<file path="config.mk">
export PLATFORM = sky130hd
export DESIGN_NAME = ar_bank_flat
export DESIGN_NICKNAME = d
export VERILOG_FILES = /design/src/rtl/ar_bank_if.sv /design/src/rtl/ar_bank.sv /design/src/flat_wrapper.sv
export SDC_FILE = /design/constraint.sdc
export NUM_CORES = 1
export LEC_CHECK = 0
export CAP_MARGIN = 30
export CORE_MARGIN = 5
export CORE_UTILIZATION = 40
export CTS_CLUSTER_DIAMETER = 80
export DETAILED_ROUTE_END_ITERATION = 8
export PLACE_DENSITY = 0.66
export SYNTH_ARGS = -nofsm -noshare
export SYNTH_HDL_FRONTEND = slang
export SYNTH_SLANG_ARGS = --single-unit
</file>
<file path="constraint.sdc">
create_clock -name clk -period 6.95 [get_ports clk]
set_input_delay 1.0425 -clock clk [delete_from_list [all_inputs] [get_ports clk]]
set_output_delay 1.0425 -clock clk [all_outputs]
set_load 0.005 [all_outputs]
</file>
<file path="src/rtl/ar_bank_if.sv">
// ar_bank_if: per-core bus and shared data-memory handshake signals of the AR bank
interface ar_bank_if #(
  parameter int WIDTH  = 16,
  parameter int NCORES = 4
);
  localparam int CW = $clog2(NCORES);
  logic [NCORES*WIDTH-1:0] bin;
  logic [NCORES-1:0]       wr;
  logic [NCORES-1:0]       inc;
  logic [NCORES-1:0]       ldbus;
  logic [NCORES*WIDTH-1:0] bout;
  logic [NCORES-1:0]       mem_req;
  logic [NCORES-1:0]       mem_grant;
  logic [WIDTH-1:0]        dmaddr;
  logic                    dm_valid;
  logic                    dm_ready;
  logic [CW-1:0]           dm_core;
  modport master (
    output bin, wr, inc, ldbus, mem_req, dm_ready,
    input  bout, mem_grant, dmaddr, dm_valid, dm_core
  );
  modport slave (
    input  bin, wr, inc, ldbus, mem_req, dm_ready,
    output bout, mem_grant, dmaddr, dm_valid, dm_core
  );
endinterface

</file>
<file path="src/rtl/ar_bank.sv">
// ar_bank: per-core address registers with bus read-out and round-robin shared data-memory port
module ar_bank #(
  parameter int WIDTH  = 16,
  parameter int NCORES = 4,
  parameter int STEP   = 1
) (
  input logic     clk,
  input logic     rst,
  ar_bank_if.slave b
);
  localparam int CW = $clog2(NCORES);
  typedef enum logic {IDLE, ISSUE} state_t;
  state_t           state, state_n;
  logic [WIDTH-1:0] ar [NCORES];
  logic [CW-1:0]    last, sel, idx;
  // Address registers: write beats increment, otherwise hold
  always_ff @(posedge clk or posedge rst) begin
    if (rst) begin
      for (int i = 0; i < NCORES; i++) ar[i] <= '0;
    end else begin
      for (int i = 0; i < NCORES; i++)
        ar[i] <= b.wr[i] ? b.bin[i*WIDTH +: WIDTH] : b.inc[i] ? ar[i] + WIDTH'(STEP) : ar[i];
    end
  end
  // Registered bus read-out of the pre-update AR value
  always_ff @(posedge clk or posedge rst) begin
    if (rst) begin
      b.bout <= '0;
    end else begin
      for (int i = 0; i < NCORES; i++)
        if (b.ldbus[i]) b.bout[i*WIDTH +: WIDTH] <= ar[i];
    end
  end
  // Round-robin pick: first requester after the last granted core
  always_comb begin
    sel = '0;
    idx = '0;
    for (int k = NCORES; k >= 1; k--) begin
      idx = CW'((int'(last) + k) % NCORES);
      if (b.mem_req[idx]) sel = idx;
    end
  end
  // FSM state register
  always_ff @(posedge clk or posedge rst) begin
    if (rst) state <= IDLE;
    else     state <= state_n;
  end
  // FSM next state: leave IDLE on any request, leave ISSUE on accept
  always_comb begin
    state_n = state;
    state_n = (state == IDLE) ? ((|b.mem_req) ? ISSUE : IDLE) : (b.dm_ready ? IDLE : ISSUE);
  end
  // Memory-port datapath: capture address on issue, pulse grant on accept
  always_ff @(posedge clk or posedge rst) begin
    if (rst) begin
      b.dmaddr    <= '0;
      b.dm_core   <= '0;
      b.dm_valid  <= 1'b0;
      b.mem_grant <= '0;
      last        <= CW'(NCORES - 1);
    end else begin
      b.mem_grant <= '0;
      if (state == IDLE && |b.mem_req) begin
        b.dmaddr   <= ar[sel];
        b.dm_core  <= sel;
        b.dm_valid <= 1'b1;
      end else if (state == ISSUE && b.dm_ready) begin
        b.dm_valid           <= 1'b0;
        b.mem_grant[b.dm_core] <= 1'b1;
        last                 <= b.dm_core;
      end
    end
  end
endmodule

</file>
<file path="src/flat_wrapper.sv">
// flat-port wrapper written by rule: the top's interface ports become plain ports
module ar_bank_flat 
#(
  parameter int WIDTH  = 16,
  parameter int NCORES = 4,
  parameter int STEP   = 1
)
  (clk, rst, b_bin, b_wr, b_inc, b_ldbus, b_mem_req, b_dm_ready, b_bout, b_mem_grant, b_dmaddr, b_dm_valid, b_dm_core);
  ar_bank_if #(.WIDTH(WIDTH), .NCORES(NCORES)) b_i ();
  input logic clk;
  input logic rst;
  input wire logic [$bits(b_i.bin)-1:0] b_bin;
  input wire logic [$bits(b_i.wr)-1:0] b_wr;
  input wire logic [$bits(b_i.inc)-1:0] b_inc;
  input wire logic [$bits(b_i.ldbus)-1:0] b_ldbus;
  input wire logic [$bits(b_i.mem_req)-1:0] b_mem_req;
  input wire logic [$bits(b_i.dm_ready)-1:0] b_dm_ready;
  output wire logic [$bits(b_i.bout)-1:0] b_bout;
  output wire logic [$bits(b_i.mem_grant)-1:0] b_mem_grant;
  output wire logic [$bits(b_i.dmaddr)-1:0] b_dmaddr;
  output wire logic [$bits(b_i.dm_valid)-1:0] b_dm_valid;
  output wire logic [$bits(b_i.dm_core)-1:0] b_dm_core;
  assign b_i.bin = b_bin;
  assign b_i.wr = b_wr;
  assign b_i.inc = b_inc;
  assign b_i.ldbus = b_ldbus;
  assign b_i.mem_req = b_mem_req;
  assign b_i.dm_ready = b_dm_ready;
  assign b_bout = b_i.bout;
  assign b_mem_grant = b_i.mem_grant;
  assign b_dmaddr = b_i.dmaddr;
  assign b_dm_valid = b_i.dm_valid;
  assign b_dm_core = b_i.dm_core;
  ar_bank #(.WIDTH(WIDTH), .NCORES(NCORES), .STEP(STEP)) u_core (.clk(clk), .rst(rst), .b(b_i));
endmodule
</file>
=== Yosys cells after proc, flatten, opt, wreduce, memory -nomap -nowiden ===
Cells that the tools add are included.

* Add/sub/neg operators: 8
* Order comparisons: 7
* Muxes and demuxes: 32
* Bitwise logic cells: 3
* Reduce and logical (&&, ||, !) cells: 10

{| class="wikitable"
|+ Operators with widths
! operator !! count
|-
| two-way mux 16 bit || 10
|-
| adder 16 x 1 -> 16 bit, second input constant || 4
|-
| binary-select mux 16 bit (select 2 bit) || 1
|-
| less-than comparator 2 x 3 -> 1 bit, second input constant || 5
|-
| two-way mux 1 bit || 10
|-
| nonzero test 2 bit || 5
|-
| binary-select mux 1 bit (select 2 bit) || 4
|-
| two-way mux 2 bit || 4
|-
| two-way mux 4 bit || 2
|-
| adder 2 x 1 -> 2 bit, second input constant || 2
|-
| adder 2 bit, second input constant || 2
|-
| OR reduction 4 bit || 1
|-
| greater-or-equal comparator 3 bit, second input constant || 1
|-
| logical AND 1 bit || 3
|-
| NOT 2 -> 3 bit || 1
|-
| demux 1 bit (select 2 bit) || 1
|-
| greater-or-equal comparator 2 x 1 -> 1 bit, second input constant || 1
|-
| NOT 1 bit || 2
|-
| AND reduction 2 bit || 1
|}

* Register bits after elaboration: 154
* Input port bits: 83
* Output and inout bits: 87
* Word-level logic and storage cells: 74

=== Logic depth before layout (Yosys ltp) ===
* Depth after elaboration: 11
* Gate-level depth with buffers: 7
* Depth with buffers taken out: 6

=== Least setup slack after synthesis ===
No wires, ideal clock.

* Path kind: input port to flip-flop
* Start point: input b_inc[3]
* End point: register u_core.ar[15] in the netlist's numbering
* Setup time: 125 ps
* Data arrival time: 2089 ps
* Required time: 6825 ps
* Path slack: 4737 ps
* Cell stages on the path: 6
* Path buffers: 1
* Path through: buf_2 and3_1 nand3_1 nor3_1 xor2_1 mux2_2

* Longest elaborated chain between the ends: 1

{| class="wikitable"
|+ Ends and longest elaborated chain
! element !! RTL line !! RTL
|-
| start: declaration || flat_wrapper.sv:14 || <nowiki>input wire logic [$bits(b_i.inc)-1:0] b_inc;</nowiki>
|-
| nonzero test 2 bit (no line) || - ||
|-
| end signal: indexed assignment || ar_bank.sv:22 || <nowiki>ar[i] <= b.wr[i] ? b.bin[i*WIDTH +: WIDTH] : b.inc[i] ? ar[i] + WIDTH'(STEP) : ar[i];</nowiki>
|-
| end: declaration || ar_bank.sv:14 || <nowiki>logic [WIDTH-1:0] ar [NCORES];</nowiki>
|}

Every way passes these cells.
A chain may end at the register's enable or synchronous reset.

=== Worst setup path after layout ===
* Start point: input b_mem_req[1]
* End point: register u_core.b.dmaddr[0]

* Longest elaborated chain between the ends: 10
* Elaborated cells between the ends (all ways): 18
* Those cells by class: 15 x mux; 1 x bitwise; 2 x reduce/logical

{| class="wikitable"
|+ Ends and longest elaborated chain
! element !! RTL line !! RTL
|-
| start: declaration || flat_wrapper.sv:16 || <nowiki>input wire logic [$bits(b_i.mem_req)-1:0] b_mem_req;</nowiki>
|-
| binary-select mux 1 bit (select 2 bit) || ar_bank.sv:40 || <nowiki>if (b.mem_req[idx]) sel = idx;</nowiki>
|-
| two-way mux 1 bit (not written as such) || ar_bank.sv:40 ||
|-
| two-way mux 2 bit (4 in a row) || ar_bank.sv:40 ||
|-
| NOT 2 -> 3 bit (not written as such) || ar_bank.sv:64 || <nowiki>b.dmaddr <= ar[sel];</nowiki>
|-
| binary-select mux 16 bit (select 2 bit) || ar_bank.sv:64 ||
|-
| two-way mux 16 bit (not written as such) (2 in a row) || ar_bank.sv:64 ||
|-
| end signal: assignment || ar_bank.sv:64 ||
|-
| end: declaration || ar_bank_if.sv:24 || <nowiki>output bout, mem_grant, dmaddr, dm_valid, dm_core</nowiki>
|}

Parallel ways exist; a longest one is shown, timed or not. The select of a mux whose other input is x is not followed.

==> flow_summary.ini <==
[synthesis]
synth-simple-area-share = 0.131
synthCells = 634
synth_xor_area_frac = 0.0723
synth_top_family_by_area = multiplexers
synth_area_leaders = dfrtp_1 52%, mux2_2 10%, nand2_1 5.8%
ys_warn_count = 0
synth_top_area_share = 0.523
synthFlopType = dfrtp_1
synth.most_common_cell = dfrtp_1
yosysUniqueCellTypes = 42
synth_area_sq_um = 7270
synthTopCellsByCount = 152 x dfrtp_1, 112 x nand2_1, 65 x mux2_2
syn_avg_cell_area_sq_um = 11.5
synthMuxAreaShare = 0.153
synth_compound_area_frac = 0.0802
synth_fp_nets = 721
yosys.area.top_type = dfrtp_1
synth_edf_count = 0
async_flop_share = 1.00
ys_ff_latch = 154
yosysSeqAreaShare = 0.530
synthAdderAreaFrac = 0.00688

[sta]
whs_ps = 493
period_needed_ps = 2720
setup-tns-final_ps = 0
slew_viol_final = 0
rsz0062_at_grt = false
worst_pin_slew_ps = 1010
setup_viol = 0
max_clock_freq_mhz = 368
relSlewSlack = 0.324
hold_viol = 0
clock_skew_ps = 10.9
period_share = 0.391

[cts]
cts_buffers = 17
clkSinkCount = 154
clockBufferDepth = 2
path_clk_slew_ps = 60
cts_htree_levels = 4
cts_hold_buffers = 0
cts_tree = done
worst_skew_pair.late_latency_ps = 420
cts_resized = 0
cts_setup_buffers = 0
cts_root_buf = clkbuf_16

[worst_hold_path]
hp-class = flip-flop to flip-flop

[worst_setup_path]
crit_path_end_kind = flip-flop
arrival_ps = 3010
cp.required_ps = 7240
critPathMaxFanout = 19
startpoint_type = input port
path_delay_family = simple AND/OR/NAND/NOR gates
path_cells = clkdlybuf4s50_1 -> nor4_1 -> or2_1 -> nor3b_1 -> mux2i_1 -> o211ai_1
critical_path_class = input port to flip-flop
cp.buffers_inverters = 1
cp_slowest_cell = or2_1
max_stage_delay_ps = 590

[global_routing]
overflow = 0
grt_max_degree = 89
grt_pass1_vias = 5601
antenna_found_initial = 0
grt_first_pass_wirelength_um = 30800
grt_usage = 0.191

[floorplanning]
start_util = 0.406
pin_count = 170
core_area_sq_um = 17900
dieArea_sq_um = 21000
die-width_um = 145
rows = 49
die_y_um = 145

[placed_design]
gp_congestion = 0.825
io_buffers = 169
dp_hpwl_um = 14300

[routing]
routed_via_density = 5.21
drc = 0
wl_um = 19600
drt-pass1-iter-count = 4
drt-initial-drc-count = 309
final_antenna_net_count = 0
wl_per_cell_um = 18.9
num_vias = 5413

[finish]
postLayoutCoreUtil = 0.544
diodes = 0
final.fill_count = 1542
nNetsFinal = 883
syn_to_final_growth_pct = 33.9
drive_gt1_frac = 0.155

[pwr]
vdd_ir_drop_max_mv = 0.194
total_leakage_power_nw = 4.04
p_per_area_nw_per_um2 = 280
power.total_w = 0.00272

[run_status]
outcome = finished, final reports clean

[flow_run]
maxCapViolations = 0
## path summary, 6_finish.rpt
check | startpoint | to | slack [ps] | depth (start not counted)
worst max-delay path | b_mem_req[1] | u_core.b.dmaddr[0] | 4230 | 6
worst min-delay path | u_core.b.dm_core[0] | u_core.b.mem_grant[2] | 490 | 1
worst max register to register | u_core.last[1] | u_core.b.dmaddr[6] | 4860 | 5
worst min register to register | u_core.b.dm_core[0] | u_core.b.mem_grant[2] | 490 | 1
max in group asynchronous | rst | u_core.b.dmaddr[11] | 4400 | 3
min in group asynchronous | rst | u_core.b.bout[2] | 1140 | 2
## cells in the final DEF (no fill, tap or decap), drive strengths merged, types with 10 or more instances in the layout
cell           netlist  final
nand3               12     12
and4                11     11
and3                10     10
clkdlybuf4s50        0    169
mux2                65     65
clkbuf              16     18
dfrtp              152    152
nand2              112    112
xor2                41     41
mux2i               38     38
o21ai               66     66
nand4               17     17
xnor2               19     19
o221ai              15     15
## registers in the layout, indices dropped and copies added (netlist names)
register,flops
u_core.b.mem_grant,4
u_core.b.dm_core,2
u_core.b.bout,64
u_core.state,1
u_core.b.dmaddr,16
u_core.last,2
u_core.b.dm_valid,1
u_core.ar,64
## kinds of logic after synthesis
group	after synthesis
AOI/OAI and AO/OA	87
and+or+nand+nor	190
DFF	154
muxes	103
xor gates and xnor gates	60
adders and majority gates	4
buffers and inverters	36
## through the flow
step | cell area [sq um] | setup WS, ps | instances
6_report | 9730 | 4230 | 1038
5_1_grt | 9730 | 4080 | 1038
2_1_floorplan | 7270 | 1760 | 634
4_1_cts | 9700 | 4260 | 1037
3_3_place_gp | 9100 | 3890 | 1005
3_5_place_dp | 9100 | 3810 | 1005
## cell type report
class                   count  area, sq um  share of cell area
clock buffers              18          429              0.0441
clock inverters            14          174              0.0179
inverters                   7         31.3             0.00321
multi-input cells         444         3220               0.331
flip-flops and latches    154         3860               0.396
well taps                 229          287              0.0294
repair buffers            172         1730               0.178
## routing by layer
metal	track usage	routed length, um	vias up
met2	0.297	9050	168
li1	-	-	2554
met4	0.0609	282	0
met1	0.263	8950	2674
met3	0.0486	1290	17
met5	0	0	-
## report_power, final
group | internal, W | switching, W
combinational | 0.000355 | 0.000253
clock | 0.000566 | 0.000378
sequential | 0.00103 | 0.000135
total | 0.00196 | 0.000766
## worst register-to-register path: cells and delay by family, from the launching register on
kind | cells | cell delay [ps]
DFF | 1 | 590
buffers and inverters | 1 | 500
muxes | 1 | 400
AOI/OAI and AO/OA | 2 | 320
and+or+nand+nor | 1 | 140
No activity file was read; power rests on OpenSTA's default activity.
==> RTL change, RTL diff (config.mk and constraints unchanged) <==
`WIDTH` is set to 16 in 3 places; all go to 32.
--- a/src/rtl/ar_bank_if.sv
+++ b/src/rtl/ar_bank_if.sv
@@ -1,6 +1,6 @@
 // ar_bank_if: per-core bus and shared data-memory handshake signals of the AR bank
 interface ar_bank_if #(
-  parameter int WIDTH  = 16,
+  parameter int WIDTH  = 32,
   parameter int NCORES = 4
 );
   localparam int CW = $clog2(NCORES);
--- a/src/rtl/ar_bank.sv
+++ b/src/rtl/ar_bank.sv
@@ -1,6 +1,6 @@
 // ar_bank: per-core address registers with bus read-out and round-robin shared data-memory port
 module ar_bank #(
-  parameter int WIDTH  = 16,
+  parameter int WIDTH  = 32,
   parameter int NCORES = 4,
   parameter int STEP   = 1
 ) (
--- a/src/flat_wrapper.sv
+++ b/src/flat_wrapper.sv
@@ -1,7 +1,7 @@
 // flat-port wrapper written by rule: the top's interface ports become plain ports
 module ar_bank_flat 
 #(
-  parameter int WIDTH  = 16,
+  parameter int WIDTH  = 32,
   parameter int NCORES = 4,
   parameter int STEP   = 1
 )
Interface: changed (resized b_bin, b_bout and b_dmaddr); port bits go from 170 to 314. No check against the original RTL was run, so the function may have changed too.
==> RTL change against the unedited design <==
- total power is 93% higher
- count of clock-buffer cells in the layout increased by 32
- final area rose by 95%
- setup slack lost 540 ps
- global-route usage increased by 3.2 points
- wire length is 130% higher
- sequential cell count up 144
- synthesized area increased by 95%
- clock power rose by 98%
- critical endpoint is now u_core.b.dmaddr[29]$_DFFE_PP0P_
==> RTL change: results (changes against the unedited design) <==
worst skew pair latency: 510 ps (+90 ps)
GR met3 Demand/Resource: 6.79% (+1.9 points)
Global Route met1 Usage: 32.0% (+5.7 points)
initial antenna violation count: 6 (+6)
FF-to-FF path depth: 6 (+1)
Synth Area in Compound Gates: 6.86% (-1.2 points)
first-pass GRT wire length: 68600 µm (+120%)
sequential share of the synthesized area: 52.6% (-0.49 points)
cell area reported after detailed placement: 17700 µm² (+95%)
cell count after placement: 2010 (+100%)
DRT Pass-1 Iters: 5 (+1)
Critical Path Max Stage Delay: 680 ps (+90 ps)
Pleak: 0.00789 µW (+95%)
Commonest cells post-synth: dfrtp_1 (296), nand2_1 (196), mux2_2 (134)
crit path max fanout: 34 (+15)
Largest regs: u_core.ar (128), u_core.b.bout (128), u_core.b.dmaddr (32)
GRT Util Overall: 22.3% (+3.2 points)
Bufs on Longest Clock Path: 3 (+1)
status: finished, final reports clean
FF-to-FF End: u_core.ar[14]$_DFFE_PP0P_
layout cells sized above 1: 14.3% (-1.1 points)
sequential share of power: 43.1% (+0.2 points)
worst hold endpoint: u_core.b.dmaddr[12]$_DFFE_PP0P_
Logic power comb: 1120 µW (+84%)
NetSw: 1470 µW (+92%)
highest metal layer with signal wires: met5
IO Port Bufs: 313 (+85%)
Peak VDD IR: 0.000133 V (-32%)
post-synthesis mux area share: 15.7% (+0.41 points)
Synth Area in Adders: 0.353% (-0.34 points)
Worst setup startpoint: b_mem_req[0]
Distinct cells, synth: 50 (+19%)
detailed placer's ending HPWL: 33100 µm (+130%)
WL met3: 4090 µm (+220%)
Detail Route met2 WL: 19700 µm (+120%)
CP max-delay cell: or2_2
Syn Area/Cell: 10.9 µm² (-4.8%)
clock skew after layout: 16.8 ps (+5.89 ps)
WL/cell: 21.6 µm (+14%)
hold path depth: 2 (+1)
RD Place Congestion: 0.865 (+4.9%)
Layout Nets: 1741 (+97%)
hold path startpoint: u_core.b.dmaddr[12]$_DFFE_PP0P_
## RTL change: cell count changes after synthesis, sizes merged, moves of 18 or more
cell    delta
xor2      +42
mux2i     +34
o21ai     +54
nand2     +84
dfrtp    +144
clkbuf    +38
nand4     +44
nand3     +39
o221ai    +18
mux2      +69
## RTL change: final cells by class
type | count | area share [%]
Timing Repair Buffer | 332 | 17.6
Multi-Input combinational cell | 908 | 33.6
Tap cell | 461 | 3.04
Sequential cell | 298 | 39.3
Clock inverter | 11 | 0.739
Inverter | 15 | 0.317
Clock buffer | 50 | 5.40
## RTL change: through the flow
| step | setup WS (ps) | hold WS, ps |
|---|---|---|
| after global placement | 3190 | 471 |
| final | 3690 | 485 |
| after CTS | 3700 | 491 |
| after global routing | 3510 | 508 |
| after detailed placement | 3170 | 476 |
| after floorplan | 1950 | 446 |
## RTL change: worst register-to-register path: cells and delay by family (launching register included)
kind | cells | cell delay, ps
compound gates | 1 | 90
fa+ha+maj | 1 | 430
xor+xnor | 1 | 140
flops | 1 | 650
simple gates | 3 | 970
